<file path="config.mk">
export PLATFORM = sky130hd
export DESIGN_NAME = sha256_block_feeder
export DESIGN_NICKNAME = d
export VERILOG_FILES = /design/src/rtl/sha256_block_feeder.sv
export SDC_FILE = /design/constraint.sdc
export NUM_CORES = 2
export LEC_CHECK = 0
export ABC_AREA = 1
export BUFFER_PORTS_ARGS = -buffer_cell sky130_fd_sc_hd__clkbuf_2
export CORE_AREA = 2 2 757 759
export CTS_CLUSTER_DIAMETER = 150
export DETAILED_ROUTE_END_ITERATION = 16
export DIE_AREA = 0 0 759 761
export GPL_ROUTABILITY_DRIVEN = 0
export PLACE_DENSITY = 0.33
export REMOVE_ABC_BUFFERS = 1
export SLEW_MARGIN = 20
export SYNTH_ARGS = -nofsm -noshare
export SYNTH_HDL_FRONTEND = slang
export SYNTH_SLANG_ARGS = --single-unit
</file>
<file path="constraint.sdc">
create_clock -name clk -period 66.2 [get_ports clk]
set_clock_uncertainty 0.1 [all_clocks]
set_input_delay 0 -clock clk [delete_from_list [all_inputs] [get_ports clk]]
set_output_delay 0 -clock clk [all_outputs]
set_load 0.005 [all_outputs]
</file>
<file path="src/rtl/sha256_block_feeder.sv">
// sha256_block_feeder: pads a short byte message into 512-bit blocks and
// sequences them through the sha256 compression core, returning the digest.
module sha256_block_feeder #(
  parameter int MAX_BYTES = 80
) (
  input  logic                   clk,
  input  logic                   rst,
  input  logic                   start,
  input  logic [8*MAX_BYTES-1:0] msg,
  input  logic [7:0]             msg_len,
  output logic                   busy,
  output logic                   err,
  output logic [255:0]           digest,
  output logic                   digest_valid,
  output logic                   core_enable,
  output logic [511:0]           core_data,
  output logic [255:0]           core_hash_in,
  input  logic [255:0]           core_hash_out,
  input  logic                   core_done
);

  localparam int NBLK_MAX = (MAX_BYTES + 8) / 64 + 1;
  localparam int MW = 8 * MAX_BYTES;
  localparam int XW = 512 * NBLK_MAX;

  localparam logic [255:0] IV = {
    32'h6a09e667, 32'hbb67ae85, 32'h3c6ef372, 32'ha54ff53a,
    32'h510e527f, 32'h9b05688c, 32'h1f83d9ab, 32'h5be0cd19
  };

  typedef enum logic [1:0] {
    IDLE,
    LOAD,
    WAIT,
    DONE
  } state_t;

  state_t          state;
  logic [MW-1:0]   msg_q;
  logic [7:0]      len_q;
  logic [2:0]      blk;
  logic [255:0]    chain;
  logic            done_q;

  logic [2:0]      last_blk;
  logic            done_rise;
  logic [XW-1:0]   body;
  logic [XW-1:0]   shifted;
  logic [511:0]    pad;

  // Index of the final block: (len+8)/64 with len in bytes.
  assign last_blk  = 3'(({1'b0, len_q} + 9'd8) >> 6);
  assign done_rise = core_done & ~done_q;

  // Padded block k: message bytes below len, 0x80 marker at len,
  // bit length in the last 8 bytes of the final block.
  always_comb begin
    body = ({msg_q, {(XW - MW){1'b0}}}
            & ~({XW{1'b1}} >> {len_q, 3'b000}))
         | ({8'h80, {(XW - 8){1'b0}}} >> {len_q, 3'b000});
    shifted = body << {blk, 9'd0};
    pad = 512'(shifted >> (XW - 512));
    if (blk == last_blk) begin
      pad[63:0] = {53'd0, len_q, 3'b000};
    end
  end

  // Control FSM with registered outputs; core_done is edge-detected.
  always_ff @(posedge clk or posedge rst) begin
    if (rst) begin
      state        <= IDLE;
      msg_q        <= '0;
      len_q        <= '0;
      blk          <= '0;
      chain        <= IV;
      done_q       <= 1'b0;
      busy         <= 1'b0;
      err          <= 1'b0;
      digest       <= '0;
      digest_valid <= 1'b0;
      core_enable  <= 1'b0;
      core_data    <= '0;
      core_hash_in <= IV;
    end else begin
      done_q       <= core_done;
      err          <= 1'b0;
      digest_valid <= 1'b0;
      core_enable  <= 1'b0;
      unique case (state)
        IDLE: begin
          busy <= 1'b0;
          if (start) begin
            if (int'(msg_len) > MAX_BYTES) begin
              err <= 1'b1;
            end else begin
              msg_q <= msg;
              len_q <= msg_len;
              blk   <= '0;
              busy  <= 1'b1;
              state <= LOAD;
            end
          end
        end
        LOAD: begin
          core_data    <= pad;
          core_hash_in <= (blk == 3'd0) ? IV : chain;
          core_enable  <= 1'b1;
          state        <= WAIT;
        end
        WAIT: begin
          if (done_rise) begin
            chain <= core_hash_out;
            if (blk == last_blk) begin
              state <= DONE;
            end else begin
              blk   <= blk + 3'd1;
              state <= LOAD;
            end
          end
        end
        DONE: begin
          digest       <= chain;
          digest_valid <= 1'b1;
          state        <= IDLE;
        end
        default: state <= IDLE;
      endcase
    end
  end

endmodule
</file>
==> impl_metrics.sql <==
INSERT INTO impl_metrics (metric_group, metric, value, unit) VALUES
('outcome', 'outcome', 'completed', ''),
('synth', 'post_synth_num_cell_types', '39', ''),
('global_route', 'grt_util_all_layers', '17.6', '%'),
('clock_tree', 'post_cts.resized_instances', '0', ''),
('floorplan', 'starting_density', '13.5', '%'),
('clock_tree', 'hold_buffers', '1825', ''),
('worst_setup_path', 'critical_path.max_stage_delay', '0.84', 'ns'),
('global_route', 'number_of_global_route_vias_before_repair', '77400', ''),
('drt', 'drt_pre_antenna_iters', '6', ''),
('floorplan', 'io_pins', '1936', ''),
('floorplan', 'die_w', '759', 'microns'),
('drt', 'detail_route.drc_violations', '0', ''),
('placed_design', 'buffer_ports.inserted', '1935', ''),
('global_route', 'globalRoute.totalOverflow', '0', ''),
('worst_hold_path', 'hold_path_end', 'len_q[0]', ''),
('drt', 'detail_route.vias_per_cell', '3.74', ''),
('sta', 'drv_slew', '0', ''),
('clock_tree', 'cts.sink_count', '1938', ''),
('worst_setup_path', 'worstReg2RegStart', 'state[0]', ''),
('finish', 'drive_above_1_share', '25.2', '%'),
('sta', 'worst_slew_pin_tran', '1.15', 'ns'),
('synth', 'synth_area', '0.0773', 'sq mm'),
('sta', 'period_needed', '6.28', 'ns'),
('sta', 'finalHoldViolCount', '0', ''),
('worst_setup_path', 'regToRegSetupSlack', '61.24', 'ns'),
('drt', 'dr.first_iter.drc_count', '4222', ''),
('placed_design', 'dp_hpwl', '401000', 'microns'),
('power_and_ir_drop', 'internal_power', '0.00329', 'W'),
('power_and_ir_drop', 'power_switching_share', '42.8', '%'),
('synth', 'synth_seq_cells', '1938', ''),
('synth', 'number_of_warnings_issued_by_yosys', '0', ''),
('global_route', 'maximum_number_of_pins_on_one_net_before_global_route_repair', '132', ''),
('power_and_ir_drop', 'p_leak', '59.2', 'nW'),
('drt', 'routed-via-count', '74200', ''),
('power_and_ir_drop', 'total_power', '0.00575', 'W'),
('clock_tree', 'clock_latency_on_the_worst_skew_pair', '0.94', 'ns'),
('finish', 'post_layout_net_count', '12900', ''),
('sta', 'postLayoutSetupSlackWorst', '59.92', 'ns'),
('power_and_ir_drop', 'seq_power_share', '35.9', '%'),
('clock_tree', 'clock_tree_from_tritoncts', 'built', ''),
('worst_setup_path', 'endpoint_kind', 'async pin', ''),
('floorplan', 'dieArea', '0.578', 'sq mm'),
('finish', 'layout_area_overhead', '59.7', '%'),
('worst_hold_path', 'launch_point_of_the_worst_hold_path', 'msg_len[0]', ''),
('clock_tree', 'cts_setup_buffers', '0', ''),
('power_and_ir_drop', 'vdd_ir_drop_max', '0.0376', 'mV'),
('worst_setup_path', 'critPathRequiredTime', '67.02', 'ns'),
('worst_setup_path', 'cp_common_cell', 'buf_4', ''),
('finish', 'most-common-layout-cells', 'nand2_1 (3,545), clkbuf_2 (1,935), dlygate4sd3_1 (1,825)', ''),
('synth', 'fraction_of_the_yosys_area_taken_by_sequential_cells', '63.2', '%'),
('worst_setup_path', 'critical-path-slowest-cell', 'buf_4', ''),
('finish', 'area_of_all_sequential_standard_cells', '0.0488', 'sq mm'),
('worst_setup_path', 'critPathLaunchType', 'input port', ''),
('power_and_ir_drop', 'power_frac_comb', '37.2', '%'),
('clock_tree', 'htreeDepth', '5', ''),
('floorplan', 'core_area', '0.570', 'sq mm'),
('placed_design', 'pre_cts_slack', '59.75', 'ns'),
('sta', 'timing.final.setup_violations', '0', ''),
('worst_setup_path', 'worstPathCellList', 'dlygate4sd3_1 -> clkbuf_2 -> dlygate4sd3_1 -> inv_8 -> buf_4 -> buf_12 -> buf_12 -> buf_4 -> buf_4 -> buf_4 -> buf_4', ''),
('clock_tree', 'clockRootBuffer', 'clkbuf_16', ''),
('synth', 'synthesis.instances', '8265', ''),
('clock_tree', 'max-clock-path-buffers', '4', ''),
('sta', 'max_slew_margin', '22.9', '%'),
('worst_setup_path', 'worst-r2r-cell-count', '8', ''),
('global_route', 'antenna_violations_before_repair', '274', ''),
('power_and_ir_drop', 'cellPowerDensity', '46.6', 'mW/mm^2'),
('floorplan', 'fp.dieH', '761', 'microns'),
('drt', 'wl_per_cell', '26.5', 'microns'),
('finish', 'fillerInstances', '63600', ''),
('sta', 'min_period_over_period', '9.48', '%'),
('worst_setup_path', 'regToRegEndpoint', 'digest[95]', '');
[metal layers]
layer / share of wire, % / GRT usage, %
met1: 41 / 21.2
met3: 7.3 / 5.55
met5: 0.15 / 0
met2: 47 / 29.7
met4: 4.0 / 5.84
[cell usage after synthesis]
library cell / number / area, sq um
a21oi_1: 281 / 1410
a21oi_2: 10 / 87.6
a22o_1: 1 / 8.76
a22oi_1: 7 / 52.6
a31oi_1: 23 / 144
a31oi_2: 1 / 12.5
a32o_1: 56 / 561
buf_1: 38 / 143
buf_2: 138 / 691
buf_4: 3 / 22.5
buf_6: 2 / 22.5
clkbuf_1: 302 / 1130
clkinv_1: 1 / 3.75
dfrtp_1: 1666 / 41700
dfstp_2: 272 / 7150
ha_1: 2 / 25.0
inv_1: 294 / 1100
inv_2: 7 / 26.3
mux2_2: 242 / 2730
nand2_1: 3549 / 13300
nand2_2: 8 / 50.1
nand3_1: 276 / 1380
nand3_2: 2 / 20.0
nand4_1: 18 / 113
nor2_1: 335 / 1260
nor2_2: 8 / 50.1
nor2_4: 1 / 11.3
nor3_1: 21 / 105
o2111ai_1: 1 / 8.76
o211ai_1: 29 / 218
o21a_1: 1 / 7.51
o21ai_0: 488 / 2440
o21ai_1: 32 / 160
o21ai_2: 7 / 61.3
o221ai_1: 1 / 8.76
o22ai_1: 15 / 93.8
o31ai_1: 125 / 938
or2_0: 1 / 6.26
xnor2_1: 1 / 8.76
[layout make-up]
cell class,instances,area share (%)
diodes,97,0.197
clock buffers,406,6.45
clock inverters,94,0.989
inverters,302,0.949
multi-input cells,5542,20.6
flip-flops and latches,1938,39.6
well taps,7560,7.67
repair buffers,3895,23.6
[kinds of logic (layout without fill, tap and decap cells)]
group	Yosys count	count (layout)	synth area share, %
AND/OR/NAND/NOR	4219	4219	21.1
flip-flops	1938	1938	63.2
AO/OA/AOI/OAI	1078	1078	8.04
buffers and inverters	785	4697	4.07
multiplexers	242	242	3.53
adder cells (fa/ha/maj)	2	2	0.0324
XOR/XNOR	1	1	0.0113
other	0	97	0
[worst max path at each step]
stage	from	depth (start not counted)	endpoint	slack, ns
global placement	rst	9	chain[204]	59.78
global route	rst	11	msg_q[59]	59.15
floorplan	rst	1	blk[0]	11.82
CTS	rst	11	chain[63]	59.68
detailed placement	rst	9	core_hash_in[200]	59.75
finish	rst	11	msg_q[59]	59.92
[state kept, by name (all words and copies together) (netlist names)]
signal	count
core_hash_in	256
core_data	512
blk	3
state	2
busy	1
core_enable	1
err	1
msg_q	640
digest	256
done_q	1
digest_valid	1
chain	256
len_q	8
[metrics by stage]
step / std cells / util (%) / area [sq um]
floorplan: 7782 / - / 75300
global placement: 17400 / 16.8 / 95700
detailed placement: 17400 / 16.8 / 95700
CTS: 19700 / 21.6 / 123000
global route: 19800 / 21.6 / 123000
finish: 19800 / 21.6 / 123000
[worst max-delay path, delay by kind of cell]
| kind | cells | cell delay [ns] |
|---|---|---|
| buf+inv | 11 | 6.59 |
[power groups by stage]
stage | combinational [W] | sequential, W | clock (W)
after floorplan | 0.000954 | 0.00203 | 0
after global placement | 0.00210 | 0.00208 | 0
after detailed placement | 0.00211 | 0.00208 | 0
after CTS | 0.00222 | 0.00207 | 0.00161
after global routing | 0.00236 | 0.00213 | 0.00165
final | 0.00214 | 0.00206 | 0.00155
(Power assumes the default switching activity.)
